`config.mk`:
```
export PLATFORM = sky130hd
export DESIGN_NAME = ahb_slv_arbiter
export DESIGN_NICKNAME = d
export VERILOG_FILES = /design/src/rtl/ahb_pkg.sv /design/src/rtl/ahb_rr_pick.sv /design/src/rtl/ahb_slv_arbiter.sv
export SDC_FILE = /design/constraint.sdc
export NUM_CORES = 1
export LEC_CHECK = 0
export BUFFER_PORTS_ARGS = -buffer_cell sky130_fd_sc_hd__buf_2
export CORE_MARGIN = 2
export CORE_UTILIZATION = 40
export DETAILED_ROUTE_END_ITERATION = 8
export GPL_ROUTABILITY_DRIVEN = 0
export SETUP_SLACK_MARGIN = 0.15
export SYNTH_ARGS = -nofsm -noshare
export SYNTH_HDL_FRONTEND = slang
export SYNTH_HIERARCHICAL = 1
export SYNTH_SLANG_ARGS = --single-unit
```
`constraint.sdc`:
```
create_clock -name hclk -period 4.7 [get_ports hclk]
set_input_delay 0.235 -clock hclk [delete_from_list [all_inputs] [get_ports hclk]]
set_output_delay 0.235 -clock hclk [all_outputs]
set_load 0.02 [all_outputs]
```
`src/rtl/ahb_pkg.sv`:
```
// Shared AHB encodings, arbiter state type and burst-length helper.
package ahb_pkg;

  localparam logic [1:0] HTRANS_IDLE   = 2'b00;
  localparam logic [1:0] HTRANS_BUSY   = 2'b01;
  localparam logic [1:0] HTRANS_NONSEQ = 2'b10;
  localparam logic [1:0] HTRANS_SEQ    = 2'b11;

  localparam logic [2:0] HBURST_SINGLE = 3'b000;
  localparam logic [2:0] HBURST_INCR   = 3'b001;
  localparam logic [2:0] HBURST_WRAP4  = 3'b010;
  localparam logic [2:0] HBURST_INCR4  = 3'b011;
  localparam logic [2:0] HBURST_WRAP8  = 3'b100;
  localparam logic [2:0] HBURST_INCR8  = 3'b101;
  localparam logic [2:0] HBURST_WRAP16 = 3'b110;
  localparam logic [2:0] HBURST_INCR16 = 3'b111;

  typedef enum logic [1:0] {
    ST_IDLE  = 2'd0,
    ST_OWN   = 2'd1,
    ST_BURST = 2'd2,
    ST_INCR  = 2'd3
  } arb_state_t;

  // Beats minus one for fixed-length bursts; SINGLE and INCR return 0.
  function automatic logic [3:0] burst_beats(input logic [2:0] hburst);
    logic [3:0] beats;
    case (hburst)
      HBURST_WRAP4, HBURST_INCR4:   beats = 4'd3;
      HBURST_WRAP8, HBURST_INCR8:   beats = 4'd7;
      HBURST_WRAP16, HBURST_INCR16: beats = 4'd15;
      default:                      beats = 4'd0;
    endcase
    return beats;
  endfunction

endpackage

```
`src/rtl/ahb_rr_pick.sv`:
```
// Combinational round-robin pick: first requester at or after ptr, cyclic.
module ahb_rr_pick #(
  parameter int N  = 5,
  parameter int PW = $clog2(N)
) (
  input  logic [N-1:0]  i_req,
  input  logic [PW-1:0] i_ptr,
  output logic [N-1:0]  o_onehot,
  output logic [PW-1:0] o_idx,
  output logic          o_valid
);

  // Scan N positions starting at the pointer; the first hit wins.
  always_comb begin
    int j;
    j        = 0;
    o_onehot = '0;
    o_idx    = '0;
    o_valid  = 1'b0;
    for (int k = 0; k < N; k++) begin
      j = int'(i_ptr) + k;
      if (j >= N) j = j - N;
      if (!o_valid && i_req[j]) begin
        o_valid     = 1'b1;
        o_onehot[j] = 1'b1;
        o_idx       = PW'(j);
      end
    end
  end

endmodule

```
`src/rtl/ahb_slv_arbiter.sv`:
```
// Round-robin arbiter for one AHB slave port. Holds ownership for a whole
// transfer or burst, hands over only on hready_s, and tracks the data-phase
// owner so write data and responses reach the right master.
//
// Handshake: a beat of the address owner is accepted on a rising edge where
// hready_s=1; with hready_s=0 every register holds its value.
module ahb_slv_arbiter
  import ahb_pkg::*;
#(
  parameter int HMAS_NUM     = 5,
  parameter int HBURST_WIDTH = 3,
  localparam int PW          = $clog2(HMAS_NUM)
) (
  input  logic                           hclk,
  input  logic                           hrst,
  input  logic [HMAS_NUM-1:0]            req_m,
  input  logic [2*HMAS_NUM-1:0]          htrans_m,
  input  logic [HBURST_WIDTH*HMAS_NUM-1:0] hburst_m,
  input  logic                           hready_s,
  output logic [HMAS_NUM-1:0]            grant,
  output logic [PW-1:0]                  grant_idx,
  output logic [HMAS_NUM-1:0]            dgrant,
  output logic                           hsel_s,
  output logic [HMAS_NUM-1:0]            hready_m,
  output arb_state_t                     o_dbg_state
);

  arb_state_t          r_state, w_state_nxt, w_ns_state;
  logic [HMAS_NUM-1:0] r_grant, w_grant_nxt;
  logic [PW-1:0]       r_grant_idx, w_grant_idx_nxt;
  logic [HMAS_NUM-1:0] r_dgrant, w_dgrant_nxt;
  logic [PW-1:0]       r_ptr, w_ptr_nxt;
  // Counter holds the SEQ beats still to come; the SEQ that takes it to 0
  // is the last beat of the burst.
  logic [3:0]          r_cnt, w_cnt_nxt;

  logic [1:0]              w_own_htrans;
  logic [HBURST_WIDTH-1:0] w_own_hburst;
  logic                    w_owned, w_own_req, w_own_ns, w_own_seq, w_own_idle;
  logic                    w_own_single, w_arb;
  logic [3:0]              w_own_beats;
  logic [HMAS_NUM-1:0]     w_pick_onehot;
  logic [PW-1:0]           w_pick_idx;
  logic                    w_pick_valid;

  ahb_rr_pick #(.N(HMAS_NUM), .PW(PW)) u_pick (
    .i_req    (req_m),
    .i_ptr    (r_ptr),
    .o_onehot (w_pick_onehot),
    .o_idx    (w_pick_idx),
    .o_valid  (w_pick_valid)
  );

  assign w_own_htrans = htrans_m[2*int'(r_grant_idx) +: 2];
  assign w_own_hburst = hburst_m[HBURST_WIDTH*int'(r_grant_idx) +: HBURST_WIDTH];
  assign w_owned      = |r_grant;
  assign w_own_req    = |(req_m & r_grant);
  assign w_own_ns     = w_owned && (w_own_htrans == HTRANS_NONSEQ);
  assign w_own_seq    = w_owned && (w_own_htrans == HTRANS_SEQ);
  assign w_own_idle   = w_owned && (w_own_htrans == HTRANS_IDLE);
  assign w_own_single = (w_own_hburst[2:0] == HBURST_SINGLE);
  assign w_own_beats  = burst_beats(w_own_hburst[2:0]);
  assign w_ns_state   = (w_own_hburst[2:0] == HBURST_INCR)   ? ST_INCR :
                        (w_own_hburst[2:0] == HBURST_SINGLE) ? ST_OWN  : ST_BURST;

  // Arbitration point: the owner's transfer/burst is done or abandoned.
  always_comb begin
    w_arb = 1'b0;
    case (r_state)
      ST_IDLE:  w_arb = 1'b1;
      ST_OWN:   w_arb = w_own_idle || (w_own_ns && w_own_single);
      ST_BURST: w_arb = w_own_idle || (w_own_ns && w_own_single) ||
                        (w_own_seq && (r_cnt == 4'd1));
      ST_INCR:  w_arb = w_own_idle || w_own_ns;
      default:  w_arb = 1'b0;
    endcase
    if (r_state != ST_IDLE && !w_own_req) w_arb = 1'b1;
    w_arb = w_arb && hready_s;
  end

  // Next-state, grant, pointer, counter and data-owner update.
  always_comb begin
    w_state_nxt     = r_state;
    w_grant_nxt     = r_grant;
    w_grant_idx_nxt = r_grant_idx;
    w_dgrant_nxt    = r_dgrant;
    w_ptr_nxt       = r_ptr;
    w_cnt_nxt       = r_cnt;
    if (hready_s) begin
      w_dgrant_nxt = (w_own_ns || w_own_seq) ? r_grant : '0;
      if (w_arb) begin
        if (w_pick_valid) begin
          w_grant_nxt     = w_pick_onehot;
          w_grant_idx_nxt = w_pick_idx;
          w_ptr_nxt       = (w_pick_idx == PW'(HMAS_NUM-1)) ? '0 : w_pick_idx + 1'b1;
          // A lone owner re-winning with a fresh NONSEQ starts that transfer.
          if ((w_pick_onehot == r_grant) && w_own_ns) begin
            w_state_nxt = w_ns_state;
            w_cnt_nxt   = w_own_beats;
          end else begin
            w_state_nxt = ST_OWN;
            w_cnt_nxt   = 4'd0;
          end
        end else begin
          w_grant_nxt     = '0;
          w_grant_idx_nxt = '0;
          w_state_nxt     = ST_IDLE;
          w_cnt_nxt       = 4'd0;
        end
      end else if (w_own_ns) begin
        w_state_nxt = w_ns_state;
        w_cnt_nxt   = w_own_beats;
      end else if (w_own_seq && (r_state == ST_BURST)) begin
        w_cnt_nxt = r_cnt - 4'd1;
      end
    end
  end

  // State registers; reset wins over everything, including an open burst.
  always_ff @(posedge hclk) begin
    if (hrst) begin
      r_state     <= ST_IDLE;
      r_grant     <= '0;
      r_grant_idx <= '0;
      r_dgrant    <= '0;
      r_ptr       <= '0;
      r_cnt       <= 4'd0;
    end else begin
      r_state     <= w_state_nxt;
      r_grant     <= w_grant_nxt;
      r_grant_idx <= w_grant_idx_nxt;
      r_dgrant    <= w_dgrant_nxt;
      r_ptr       <= w_ptr_nxt;
      r_cnt       <= w_cnt_nxt;
    end
  end

  // Per-master hready: owners follow the slave, other requesters stall.
  // While reset is held no master is stalled.
  always_comb begin
    hready_m = '1;
    for (int i = 0; i < HMAS_NUM; i++) begin
      if (hrst)                         hready_m[i] = 1'b1;
      else if (r_grant[i] || r_dgrant[i]) hready_m[i] = hready_s;
      else if (req_m[i])                hready_m[i] = 1'b0;
    end
  end

  assign grant       = r_grant;
  assign grant_idx   = r_grant_idx;
  assign dgrant      = r_dgrant;
  assign hsel_s      = |r_grant;
  assign o_dbg_state = r_state;

endmodule

```
Yosys cells after proc, flatten, opt, wreduce, memory -nomap -nowiden
Cells that the tools add are included.
- logic and storage cells: 180
- input port bits: 33
- flip-flop bits (word level): 22
- eq/ne operators: 15
- order comparisons: 15
- multiply operators: 1
- reduce and logical (&&, ||, !) cells: 47
- $add $sub $neg: 11
- shifts and indexed selects: 2
- muxes and demuxes: 78
- bitwise operators: 5
- operators with widths (cell ; number):
    32-bit by 1-bit greater-or-equal comparator with 1-bit output (second input constant) ; 5
    32-bit by 5-bit < comparator with 1-bit output (second input constant) ; 5
    32-bit 2-to-1 mux ; 5
    32-bit by 4-bit greater-or-equal comparator with 1-bit output (second input constant) ; 4
    32-bit by 4-bit subtractor with 32-bit output (second input constant) ; 4
    1-bit 2-to-1 mux ; 36
    5-bit 2-to-1 mux ; 7
    3-bit 2-to-1 mux ; 7
    4-bit 2-to-1 mux ; 5
    5-bit OR ; 4
    1-bit logical AND ; 18
    1-bit binary-select mux with 3-bit select ; 5
    1-bit demux with 3-bit select ; 5
    3-bit == test (second input constant) ; 5
    15-bit by 6-bit variable part select with 3-bit output ; 1
    2-bit 2-to-1 mux ; 6
    4-bit case mux with 3 select lines ; 1
    5-bit OR reduction ; 2
    10-bit by 5-bit variable part select with 2-bit output ; 1
    1-bit logical OR ; 9
    3-bit by 2-bit adder with 4-bit output (second input constant) ; 2
    2-bit == test (second input constant) ; 4
    3-bit by 2-bit == test with 1-bit output (second input constant) ; 2
    2-bit AND reduction ; 3
    other kinds (20) ; 28

Depth between registers and ports, before layout
Gate-level depths: netlist of run 1.
- word-level depth: 23
- mapped depth: 21
- depth with buffers taken out: 20

By module
Netlist of run 1, hierarchy kept.
- by module, submodules not included (module ; area an instance (um^2) ; seq. area each (um^2) ; cells an instance ; instances):
    ahb_slv_arbiter ; 1612.8 ; 440.4 ; 196 ; 1
    ahb_rr_pick ; 1564.0 ; 0.0 ; 225 ; 1

Worst setup path after synthesis of run 1
Ideal clock, no wire load.
- path kind: register to register
- start point: register r_ptr[2]
- end point: register r_state[0], in the netlist o_dbg_state[0]
- slack: 0.441 ns
- cell stages (with the launch flop): 18
- setup time: 0.117 ns
- arrival time: 4.141 ns
- cells stage by stage: dfxtp_1 -> buf_2 -> inv_1 -> ha_1 -> a211oi_1 -> mux2i_2 -> mux2i_1 -> nor3_1 -> nor3_2 -> or4b_4 -> nor4_1 -> a211o_1 -> xnor2_1 -> nand3_1 -> nor3_1 -> nor3b_1 -> nor4_1 -> a32o_1
- longest elaborated chain between the ends: 23
- elaborated cells between the ends (all ways): 86
- those cells by class: add/sub (9); order compare (15); eq/ne (1); mux (43); bitwise (4); reduce/logical (14)
- RTL lines (item ; RTL line ; text):
    from (decl) ; ahb_slv_arbiter.sv:32 ; logic [PW-1:0] r_ptr, w_ptr_nxt;
    from (signal assigned) ; ahb_slv_arbiter.sv:133 ; r_ptr <= w_ptr_nxt;
    branches (longest 17 deep; another with 32-bit by 4-bit subtractor with 32-bit output) ; - ;
    5-bit 2-to-1 mux (*) ; ahb_rr_pick.sv:23 ; if (!o_valid && i_req[j]) begin
    net w_pick_onehot[0] ; ahb_slv_arbiter.sv:42 ; logic [HMAS_NUM-1:0] w_pick_onehot;
    5-bit == test (*) ; ahb_slv_arbiter.sv:97 ; if ((w_pick_onehot == r_grant) && w_own_ns) begin
    1-bit logical AND (*) ; ahb_slv_arbiter.sv:97 ;
    2-bit 2-to-1 mux (*) ; ahb_slv_arbiter.sv:97 ;
    2-bit 2-to-1 mux (*) ; ahb_slv_arbiter.sv:92 ; if (w_pick_valid) begin
    2-bit 2-to-1 mux (*) ; ahb_slv_arbiter.sv:91 ; if (w_arb) begin
    to (signal assigned) ; ahb_slv_arbiter.sv:129 ; r_state <= w_state_nxt;
    to (decl) ; ahb_slv_arbiter.sv:28 ; arb_state_t r_state, w_state_nxt, w_ns_state;
Mark *: on every way through the listed nets, which the timed path passes. The select of a mux whose other input is x is not followed.
A chain may end at the register's enable or synchronous reset.

Final worst setup path of run 1
- start point: register r_ptr[0]
- end point: register r_state[0], in the netlist o_dbg_state[0]
Same word-level chain as after synthesis.

==> flow_metrics.env, run 1 <==
export IMPL_fmax_mhz=233
export IMPL_ctsRootBufferMaster="sky130_fd_sc_hd__clkbuf_8"
export IMPL_layout_drive_gt1_share_pct=22.0
export IMPL_worst_margin_slew_ns=0.724
export IMPL_portBuffers=53
export IMPL_unrepaired_setup_endpoints_after_global_routing="false"
export IMPL_master_of_the_slowest_instance_on_the_critical_path="sky130_fd_sc_hd__or4b_4"
export IMPL_antennaDiodeCount=0
export IMPL_setup_worst_path_class="reg2reg"
export IMPL_synth_yosys_seq_area_share_pct=13.9
export IMPL_die_y_um=93.1
export IMPL_crit_top_cell="sky130_fd_sc_hd__buf_4"
export IMPL_min_cycle_time_layout_ns=4.29
export IMPL_path_cells="buf_4, ha_1, a211oi_2, mux2i_4, buf_4, mux2i_1, nor3b_1, nor3_4, or4b_4, nor2_1, a221o_1, xnor2_1, nand3_1, nor3_2, nor3b_2, nor4_1, a32o_1"
export IMPL_worst_hold_path_endpoint="dgrant[2]"
export IMPL_async_flop_share_pct=0
export IMPL_maxSlewHeadroom_pct=51.0
export IMPL_final_antenna_net_count=0
export IMPL_synth_edff_count=0
export IMPL_worst_r2r_cell_count=17
export IMPL_gr_usage_all_layers_pct=22.7
export IMPL_estimated_wirelength_of_the_detail_placed_design_mm=7.57
export IMPL_path_delay_family="simple AND/OR/NAND/NOR gates"
export IMPL_wirelength_mm=9.87
export IMPL_mostFrequentLayoutCell="sky130_fd_sc_hd__buf_2"
export IMPL_synth_top_flop_cell="sky130_fd_sc_hd__dfxtp_1"
export IMPL_cts_root_to_sink_buffers=2
export IMPL_syn_to_final_growth_pct=14.5
export IMPL_synthesis_area_um2=3180
export IMPL_fin_nets=523
export IMPL_clock_tree_from_tritoncts="done"
export IMPL_fp_row_count=32
export IMPL_timing_setup_tns_ns=0
export IMPL_peakVddDrop_mv=0.200
export IMPL_worstPathArrival_ns=4.47
export IMPL_final_instance_count_excl_fill=571
export IMPL_clock_insertion_delay_worst_skew_ns=0.28
export IMPL_min_from="hready_s"
export IMPL_setup_viol_count_final=0
export IMPL_drt_first_iter_violations=360
export IMPL_ctsHtreeMaxLevel=1
export IMPL_synth_ff_latch_count=22
export IMPL_routedWlPerCell_um=17.3
export IMPL_synth_area_leader_cell="sky130_fd_sc_hd__dfxtp_1"
export IMPL_reg_to_reg_critical_path_startpoint="r_ptr[0]"
export IMPL_cts_inserted_buffers=3
export IMPL_die_width_um=93.1
export IMPL_result_of_the_run="complete, no violations"
export IMPL_powerDensity_nw_per_um2=793
export IMPL_critical_r2r_capture="o_dbg_state[0]"
export IMPL_top_level_ports=54
export IMPL_layout_cells_most_common_list="53 x sky130_fd_sc_hd__buf_2, 40 x sky130_fd_sc_hd__nor2_1, 32 x sky130_fd_sc_hd__a21oi_1, 29 x sky130_fd_sc_hd__nand2_1, 26 x sky130_fd_sc_hd__o21ai_0"
export IMPL_syn_num_nets=474
export IMPL_synthesis_yosys_warnings=6
export IMPL_min_delay_path_depth=3
export IMPL_grt_remaining_overflow=0
export IMPL_hold_viol_final=0
export IMPL_clock_skew_ns=0.0143
export IMPL_crit_path_max_fanout=16
export IMPL_vias_per_cell=6.34
export IMPL_power_leakage_uw=0.00147
export IMPL_vias=3620
export IMPL_placed_cells=565
export IMPL_holdCritPathClass="in2reg"
export IMPL_drv_slew=0
export IMPL_floorplan_core_area_um2=7730
export IMPL_start_util_pct=41.1
export IMPL_cp_required_ns=4.88
export IMPL_die_area_um2=8670
export IMPL_max_cap_viol_count=0
export IMPL_synth_area_leaders="sky130_fd_sc_hd__dfxtp_1 14%, sky130_fd_sc_hd__ha_1 7.5%, sky130_fd_sc_hd__mux2i_1 7.2%"
export IMPL_synth_distinct_cells=85
export IMPL_startpoint_type="register"
export IMPL_netlist_area_leader_share_pct=13.9
export IMPL_grt_pass1_wl_mm=16.1
export IMPL_postSynthAreaPerCell_um2=7.55
export IMPL_crit_path_max_incr_delay_ns=0.52
export IMPL_antenna_violations_before_repair=0
export IMPL_grt_pass1_vias=3254
export IMPL_critPathBufInv=2
export IMPL_detail_route_first_pass_iterations=5
export IMPL_path_clk_slew_ns=0.10
export IMPL_type_of_destination_of_the_critical_path="register"
export IMPL_sinks_on_the_clock_net=22
export IMPL_netlist_instances=421
export IMPL_largest_net_degree_at_the_start_of_global_routing=22
export IMPL_worst_reg2reg_setup_slack_ns=0.41
export IMPL_final_critical_path_share_of_the_clock_period_pct=91.2
export IMPL_route_detailed_drc=0
-- power by group --
part	leakage, µW	switching [µW]	internal [µW]	total [µW]
sequential	0.000180	78.4	234	313
clock	0.0000357	71.8	114	186
combinational	0.00126	1460	931	2390
total	0.00147	1610	1280	2890
-- registers in the layout, summed over array words and instances (netlist names) --
name / cells
o_dbg_state: 2
grant: 5
r_ptr: 3
grant_idx: 3
r_cnt: 4
dgrant: 5
-- cells by family after synthesis --
kind of cell,after synthesis,synth area share [%]
compound gates,145,33.1
xor+xnor,9,2.48
fa+ha+maj,20,8.11
buf+inv,39,6.34
flops,22,13.9
mux,27,9.45
simple gates,159,26.6
-- tightest hold or removal path, delay by kind of cell --
family	cells	cell delay (ns)
buf+inv	1	0.19
simple gates	1	0.10
compound gates	1	0.06
-- worst max path at each step --
stage / startpoint / endpoint / cells past startpoint / slack [ns]
5_1_grt: r_ptr[0] / r_cnt[0] / 18 / 0.13
3_3_place_gp: r_ptr[1] / o_dbg_state[0] / 16 / 0.32
6_report: r_ptr[0] / o_dbg_state[0] / 17 / 0.41
4_1_cts: r_ptr[1] / o_dbg_state[0] / 16 / 0.20
3_5_place_dp: r_ptr[1] / o_dbg_state[0] / 16 / 0.23
2_1_floorplan: r_ptr[2] / o_dbg_state[0] / 17 / 0.44
-- cells in the mapped netlist (6+ instances only) --
library cell and instances:
sky130_fd_sc_hd__a211o_1 6, sky130_fd_sc_hd__a21oi_1 32, sky130_fd_sc_hd__nor2_1 40, sky130_fd_sc_hd__dfxtp_1 22, sky130_fd_sc_hd__nand3_1 13, sky130_fd_sc_hd__or3_1 6
sky130_fd_sc_hd__inv_1 19, sky130_fd_sc_hd__ha_1 19, sky130_fd_sc_hd__a31oi_1 7, sky130_fd_sc_hd__nand4_1 6, sky130_fd_sc_hd__nor3_1 14, sky130_fd_sc_hd__nand2_1 29
sky130_fd_sc_hd__and2_1 9, sky130_fd_sc_hd__xnor2_1 6, sky130_fd_sc_hd__mux2i_1 23, sky130_fd_sc_hd__o21ai_0 26, sky130_fd_sc_hd__a211oi_1 10
-- stage by stage --
stage / util, % / total power [µW] / hold slack [ns] / setup slack [ns] / instance area (µm²)
6_report: 47.1 / 2890 / 0.337 / 0.412 / 3640
5_1_grt: 47.1 / 3120 / 0.343 / 0.126 / 3640
4_1_cts: 46.3 / 2740 / 0.325 / 0.198 / 3570
3_5_place_dp: 45.3 / 2550 / 0.477 / 0.225 / 3500
3_3_place_gp: 45.3 / 2560 / 0.473 / 0.324 / 3500
2_1_floorplan: - / 2050 / 0.402 / 0.441 / 3180
-- layer usage --
layer	track usage [%]	vias up	wire, µm
met3	2.98	42	658
met1	31.3	1699	4450
met4	7.84	0	312
li1	-	1707	-
met5	0	-	0
met2	36.3	172	4460
-- final cells by class --
cell class                 count  area, µm²
sequential                    22        440
tap                          102        128
clock buffer                   3       41.3
timing repair buffer          63        340
clock inverter                 1       30.0
fill                         769       4090
multi-input combinational    360       2580
inverter                      20       75.1
-- repair_timing --
| item | CTS | global route |
|---|---|---|
| hold buffers | 0 | 0 |
| setup endpoints to repair | 0 | 6 |
| resized for setup | 0 | 10 |
| setup buffers | 0 | 2 |
Note: power is estimated with default switching activity, not from simulation.
==> inputs of run 2 (changes only) <==
Settings changed: CORE_ASPECT_RATIO set to 0.8.
==> flow_metrics.env, run 2 (synthesis gave the netlist of run 1 again) <==
export IMPL_result_of_the_run="complete, no violations"
export IMPL_max_cap_viol_count=0
export IMPL_grt_remaining_overflow=0
export IMPL_final_core_util_pct=47.7
export IMPL_clock_tree_from_tritoncts="done"
export IMPL_maxSlewHeadroom_pct=42.3
export IMPL_final_setup_worst_slack_ns=0.316
export IMPL_seqPwrFrac_pct=10.7
export IMPL_clock_insertion_delay_worst_skew_ns=0.27
export IMPL_clock_skew_ns=0.00425
export IMPL_path_clk_slew_ns=0.08
export IMPL_grt_util_met1_pct=34.1
export IMPL_worst_r2r_cell_count=16
export IMPL_worstPathArrival_ns=4.60
export IMPL_final_antenna_net_count=0
export IMPL_wirelength_mm=10.3
export IMPL_min_delay_path_depth=3
export IMPL_ctsRootBufferMaster="sky130_fd_sc_hd__clkbuf_8"
export IMPL_detail_route_first_pass_iterations=6
export IMPL_final_instance_count_excl_fill=585
export IMPL_final_critical_path_share_of_the_clock_period_pct=93.3
export IMPL_cts_root_to_sink_buffers=2
export IMPL_clock_power_share_pct=4.8
export IMPL_globalRouteMet2Util_pct=32.2
export IMPL_largest_net_degree_at_the_start_of_global_routing=33
export IMPL_floorplan_core_area_um2=7800
export IMPL_critical_r2r_capture="r_cnt[3]"
export IMPL_total_switching_power_uw=1660
export IMPL_worst_margin_slew_ns=0.856
export IMPL_combPwrFrac_pct=84.5
export IMPL_worst_hold_path_endpoint="dgrant[4]"
export IMPL_start_util_pct=40.7
export IMPL_vias=3564
export IMPL_setup_worst_path_class="reg2reg"
export IMPL_powerDensity_nw_per_um2=792
export IMPL_met3_layer_usage_reported_by_global_route_pct=5.85
export IMPL_placed_cells=571
export IMPL_netSwitchingFraction_pct=56.3
export IMPL_fp_row_count=29
export IMPL_gr_usage_all_layers_pct=22.4
export IMPL_peakVddDrop_mv=0.313
export IMPL_crit_path_max_fanout=11
export IMPL_vias_per_cell=6.09
export IMPL_syn_to_final_growth_pct=17.2
export IMPL_place_ws_ns=0.158
export IMPL_layout_cells_most_common_list="53 x sky130_fd_sc_hd__buf_2, 39 x sky130_fd_sc_hd__nor2_1, 32 x sky130_fd_sc_hd__a21oi_1, 29 x sky130_fd_sc_hd__nand2_1, 26 x sky130_fd_sc_hd__o21ai_0"
export IMPL_worst_reg2reg_setup_slack_ns=0.32
export IMPL_unrepaired_setup_endpoints_after_global_routing="true"
export IMPL_top_level_ports=54
export IMPL_timing_setup_tns_ns=0
export IMPL_cts_inserted_buffers=3
export IMPL_fin_nets=531
export IMPL_startpoint_type="register"
export IMPL_type_of_destination_of_the_critical_path="register"
export IMPL_antennaDiodeCount=0
export IMPL_hold_viol_final=0
export IMPL_min_cycle_time_layout_ns=4.38
export IMPL_reg_to_reg_critical_path_startpoint="r_ptr[1]"
export IMPL_min_from="hready_s"
export IMPL_grt_most_used_layer="met1"
export IMPL_mostFrequentLayoutCell="sky130_fd_sc_hd__buf_2"
export IMPL_antenna_violations_before_repair=0
export IMPL_ctsHtreeMaxLevel=1
export IMPL_setup_viol_count_final=0
export IMPL_layout_drive_gt1_share_pct=24.9
export IMPL_power_report_internal_total_uw=1290
export IMPL_portBuffers=53
export IMPL_drt_first_iter_violations=386
export IMPL_die_y_um=83.7
export IMPL_grt_pass1_vias=3185
export IMPL_holdCritPathClass="in2reg"
export IMPL_routedWlPerCell_um=17.5
export IMPL_drv_slew=0
export IMPL_estimated_wirelength_of_the_detail_placed_design_mm=7.65
export IMPL_power_leakage_uw=0.00150
export IMPL_fmax_mhz=228
export IMPL_sinks_on_the_clock_net=22
export IMPL_grt_pass1_wl_mm=16.2
export IMPL_die_width_um=104
export IMPL_route_detailed_drc=0
export IMPL_die_area_um2=8680
export IMPL_cp_required_ns=4.92
-- run 2: cell types whose count changed in the layout (fill, tap and decap cells not counted), sizes merged --
cell / previous run / this run
buf: 63 / 71
clkbuf: 3 / 4
bufinv: 1 / 0
clkinvlp: 0 / 1
inv: 20 / 19
-- run 2: through the flow --
step           hold WS (ns)  total power, µW  cell area (µm²)
6_report              0.355             2950             3720
5_1_grt               0.375             3190             3720
4_1_cts               0.356             2750             3580
3_5_place_dp          0.477             2580             3510
3_3_place_gp          0.470             2570             3510
2_1_floorplan         0.402             2050             3180
-- run 2: area by class of cell --
| class | count | area (µm²) |
|---|---|---|
| timing repair buffer | 71 | 400 |
| tap | 108 | 135 |
| inverter | 20 | 78.8 |
| fill | 805 | 4080 |
| multi-input combinational | 360 | 2610 |
| sequential | 22 | 440 |
| clock buffer | 4 | 55.1 |
-- run 2: worst max-delay path, stage by stage, from the launching register on --
cell	delay, ns
sky130_fd_sc_hd__dfxtp_1	0.38
sky130_fd_sc_hd__clkinvlp_4	0.18
sky130_fd_sc_hd__ha_2	0.42
sky130_fd_sc_hd__buf_4	0.21
sky130_fd_sc_hd__nor2b_1	0.09
sky130_fd_sc_hd__a222oi_1	0.46
sky130_fd_sc_hd__a32oi_1	0.30
sky130_fd_sc_hd__and2_1	0.23
sky130_fd_sc_hd__or4b_4	0.56
sky130_fd_sc_hd__nor2_2	0.18
sky130_fd_sc_hd__a221o_1	0.22
sky130_fd_sc_hd__xnor2_1	0.13
sky130_fd_sc_hd__nand3_1	0.11
sky130_fd_sc_hd__nor3_2	0.24
sky130_fd_sc_hd__nand2_1	0.12
sky130_fd_sc_hd__o21ai_0	0.29
sky130_fd_sc_hd__a41o_1	0.21
-- run 2: worst max-delay path by stage --
| stage | endpoint | startpoint | slack [ns] | cells past startpoint |
|---|---|---|---|---|
| after global placement | r_cnt[3] | r_ptr[1] | 0.25 | 16 |
| after CTS | r_cnt[3] | r_ptr[1] | 0.23 | 16 |
| after floorplan | o_dbg_state[0] | r_ptr[2] | 0.44 | 17 |
| final | r_cnt[3] | r_ptr[1] | 0.32 | 16 |
| after global routing | r_cnt[3] | r_ptr[1] | 0.07 | 16 |
| after detailed placement | r_cnt[3] | r_ptr[1] | 0.16 | 16 |
-- run 2: power by group through the flow --
stage	clock network, µW	logic, µW	registers, µW
2_1_floorplan	0	1710	339
3_3_place_gp	0	2260	316
3_5_place_dp	0	2260	318
4_1_cts	143	2290	313
5_1_grt	150	2710	327
6_report	141	2490	317
-- run 2: layer usage --
metal,part of all wire (%),vias up
met5,0,-
met4,1.1,0
met3,11,14
met2,41,167
met1,47,1656
li1,-,1727
-- run 2: repair_timing --
item / CTS / global route
buffers inserted: 2 / 8
hold buffers: 0 / 0
resized for setup: 0 / 18
setup endpoints to repair: 2 / 7
pin swaps: 0 / 4
==> inputs of run 3 (changes only) <==
Settings changed: SYNTH_HIERARCHICAL 1 to unset.
==> flow_metrics.env, run 3 <==
export IMPL_synth_compound_area_share_pct=32.2
export IMPL_route_detailed_drc=0
export IMPL_drt_first_iter_violations=276
export IMPL_detail_route_first_pass_iterations=6
export IMPL_min_cycle_time_layout_ns=4.20
export IMPL_routedWlPerCell_um=17.2
export IMPL_worstPathArrival_ns=4.38
export IMPL_grt_pass1_wl_mm=16.4
export IMPL_synthSimpleGateAreaFrac_pct=27.6
export IMPL_place_ws_ns=0.524
export IMPL_clock_tree_from_tritoncts="done"
export IMPL_final_critical_path_share_of_the_clock_period_pct=89.4
export IMPL_total_switching_power_uw=1480
export IMPL_cts_inserted_buffers=3
export IMPL_setup_worst_path_class="reg2reg"
export IMPL_netlist_instances=451
export IMPL_floorplan_core_area_um2=8370
export IMPL_timing_setup_tns_ns=0
export IMPL_drv_slew=0
export IMPL_setup_viol_count_final=0
export IMPL_power_total_uw=2590
export IMPL_synth_top_family_by_area="compound AO/OA/AOI/OAI gates"
export IMPL_grt_pass1_vias=3147
export IMPL_holdCritPathClass="in2reg"
export IMPL_max_cap_viol_count=0
export IMPL_die_width_um=107
export IMPL_worst_margin_slew_ns=0.793
export IMPL_startpoint_type="register"
export IMPL_power_leakage_uw=0.00150
export IMPL_top_level_ports=54
export IMPL_layout_cells_most_common_list="53 x sky130_fd_sc_hd__buf_2, 43 x sky130_fd_sc_hd__nor2_1, 37 x sky130_fd_sc_hd__nand2_1, 30 x sky130_fd_sc_hd__o21ai_0, 26 x sky130_fd_sc_hd__a21oi_1"
export IMPL_cp_required_ns=4.88
export IMPL_clock_skew_ns=0.00794
export IMPL_synthesis_yosys_warnings=0
export IMPL_vias_per_cell=6.01
export IMPL_type_of_destination_of_the_critical_path="register"
export IMPL_syn_num_nets=509
export IMPL_estimated_wirelength_of_the_detail_placed_design_mm=7.93
export IMPL_final_antenna_net_count=0
export IMPL_powerDensity_nw_per_um2=689
export IMPL_dominant_cell_by_count_in_the_synthesized_netlist="sky130_fd_sc_hd__nor2_1"
export IMPL_fp_row_count=30
export IMPL_die_y_um=86.4
export IMPL_mostFrequentLayoutCell="sky130_fd_sc_hd__buf_2"
export IMPL_layout_drive_gt1_share_pct=18.7
export IMPL_netSwitchingFraction_pct=57.2
export IMPL_grt_remaining_overflow=0
export IMPL_synthAdderAreaFrac_pct=9.43
export IMPL_synth_ff_latch_count=22
export IMPL_unrepaired_setup_endpoints_after_global_routing="false"
export IMPL_sinks_on_the_clock_net=22
export IMPL_gr_usage_all_layers_pct=22.0
export IMPL_path_clk_slew_ns=0.09
export IMPL_final_setup_worst_slack_ns=0.500
export IMPL_wirelength_mm=10.3
export IMPL_postCtsSetupRepairBufs=0
export IMPL_peakVddDrop_mv=0.205
export IMPL_portBuffers=53
export IMPL_start_util_pct=40.6
export IMPL_clock_insertion_delay_worst_skew_ns=0.27
export IMPL_synth_top_flop_cell="sky130_fd_sc_hd__dfxtp_1"
export IMPL_multiplexer_share_of_the_synthesized_area_pct=7.62
export IMPL_ctsRootBufferMaster="sky130_fd_sc_hd__clkbuf_8"
export IMPL_synth_area_leaders="sky130_fd_sc_hd__dfxtp_1 13%, sky130_fd_sc_hd__ha_1 8.8%, sky130_fd_sc_hd__mux2i_1 5.3%"
export IMPL_post_synth_xor_area_fraction_pct=3.28
export IMPL_power_report_internal_total_uw=1110
export IMPL_synth_yosys_seq_area_share_pct=13.0
export IMPL_cts_root_to_sink_buffers=2
export IMPL_fmax_mhz=238
export IMPL_hold_viol_final=0
export IMPL_result_of_the_run="complete, no violations"
export IMPL_syn_to_final_growth_pct=10.8
export IMPL_fin_nets=546
export IMPL_netlist_area_leader_share_pct=13.0
export IMPL_seqPwrFrac_pct=11.8
export IMPL_ctsHtreeMaxLevel=1
export IMPL_synth_area_leader_cell="sky130_fd_sc_hd__dfxtp_1"
export IMPL_vias=3599
export IMPL_maxSlewHeadroom_pct=47.1
export IMPL_clock_power_share_pct=5.5
export IMPL_largest_net_degree_at_the_start_of_global_routing=41
export IMPL_antennaDiodeCount=0
export IMPL_die_area_um2=9250
export IMPL_antenna_violations_before_repair=0
export IMPL_postSynthAreaPerCell_um2=7.53
export IMPL_async_flop_share_pct=0
export IMPL_synth_top_cells_by_count="43 x sky130_fd_sc_hd__nor2_1, 37 x sky130_fd_sc_hd__nand2_1, 30 x sky130_fd_sc_hd__o21ai_0, 26 x sky130_fd_sc_hd__a21oi_1, 24 x sky130_fd_sc_hd__ha_1"
export IMPL_synth_edff_count=0
export IMPL_hold_buffers=0
export IMPL_synthesis_area_um2=3400
export IMPL_combPwrFrac_pct=82.6
export IMPL_crit_path_max_fanout=40
export IMPL_synth_distinct_cells=85
## run 3: changes by cell type in the layout (fill, tap and decap cells not counted), moves of 5 or more
cell	before	now
sky130_fd_sc_hd__or3_1	6	1
sky130_fd_sc_hd__o22ai_1	2	7
sky130_fd_sc_hd__ha_1	15	23
sky130_fd_sc_hd__nand3_1	13	18
sky130_fd_sc_hd__nand2b_1	5	16
sky130_fd_sc_hd__nor3_1	13	7
sky130_fd_sc_hd__buf_4	18	7
sky130_fd_sc_hd__nor2b_1	4	12
sky130_fd_sc_hd__nand2_1	29	37
sky130_fd_sc_hd__a21oi_1	32	26
## run 3: power by group through the flow
stage | logic, µW | registers, µW | clock network (µW)
global placement | 2060 | 308 | 0
global route | 2360 | 317 | 156
floorplan | 1660 | 308 | 0
finish | 2140 | 307 | 143
detailed placement | 2090 | 311 | 0
CTS | 2100 | 305 | 146
## run 3: path summary, 6_finish.rpt
check | cells after the start | end | start | slack [ns]
min | 3 | dgrant[4] | hready_s | 0.36
max reg2reg | 13 | r_cnt[1] | r_ptr[0] | 0.50
max | 13 | r_cnt[1] | r_ptr[0] | 0.50
min reg2reg | 2 | dgrant[1] | dgrant[1] | 0.49
## run 3: cell type report
type / count / area [µm²]
repair buffers: 60 / 318
multi-input cells: 380 / 2730
clock buffers: 4 / 55.1
fillers: 845 / 4610
flip-flops and latches: 22 / 440
inverters: 21 / 78.8
well taps: 112 / 140
## run 3: per-layer routing
layer  vias to the layer above  part of all wire (%)  GRT usage, %
met5                         -                     0             0
met1                      1713                    50          33.1
li1                       1758                     -             -
met3                        14                   5.7          3.91
met2                       114                    43          33.3
met4                         0                   1.1          3.19
## run 3: logic make-up (layout without fill, tap and decap cells)
| logic type | after synthesis | after routing |
|---|---|---|
| AO/OA/AOI/OAI | 147 | 147 |
| multiplexers | 22 | 22 |
| adder cells (fa/ha/maj) | 25 | 25 |
| flip-flops | 22 | 22 |
| XOR/XNOR | 11 | 11 |
| buffers and inverters | 49 | 85 |
| AND/OR/NAND/NOR | 175 | 175 |
## run 3: repair_timing
item / CTS / global route
hold endpoints to repair: 0 / 0
gates resized for setup: 0 / 2
endpoints found under the setup margin: 0 / 5
## run 3: through the flow
step,utilization [%],hold slack [ns],std cells,cell area [µm²]
floorplan,-,0.531,451,3400
global placement,44.2,0.476,595,3700
detailed placement,44.2,0.487,595,3700
CTS,44.9,0.357,599,3750
global route,45.0,0.369,599,3760
finish,45.0,0.360,599,3760
## run 3: critical path: stages, from the launching register on
cell and delay (ns):
sky130_fd_sc_hd__dfxtp_1 0.35, sky130_fd_sc_hd__buf_4 0.40, sky130_fd_sc_hd__ha_1 0.45, sky130_fd_sc_hd__a21bo_1 0.37
sky130_fd_sc_hd__mux2_2 0.23, sky130_fd_sc_hd__nor2b_1 0.05, sky130_fd_sc_hd__a221o_1 0.44, sky130_fd_sc_hd__nand3b_4 0.22
sky130_fd_sc_hd__nor3_2 0.35, sky130_fd_sc_hd__a21oi_1 0.17, sky130_fd_sc_hd__a21o_1 0.21, sky130_fd_sc_hd__a2111oi_4 0.45
sky130_fd_sc_hd__nand3_1 0.18, sky130_fd_sc_hd__a211oi_1 0.22
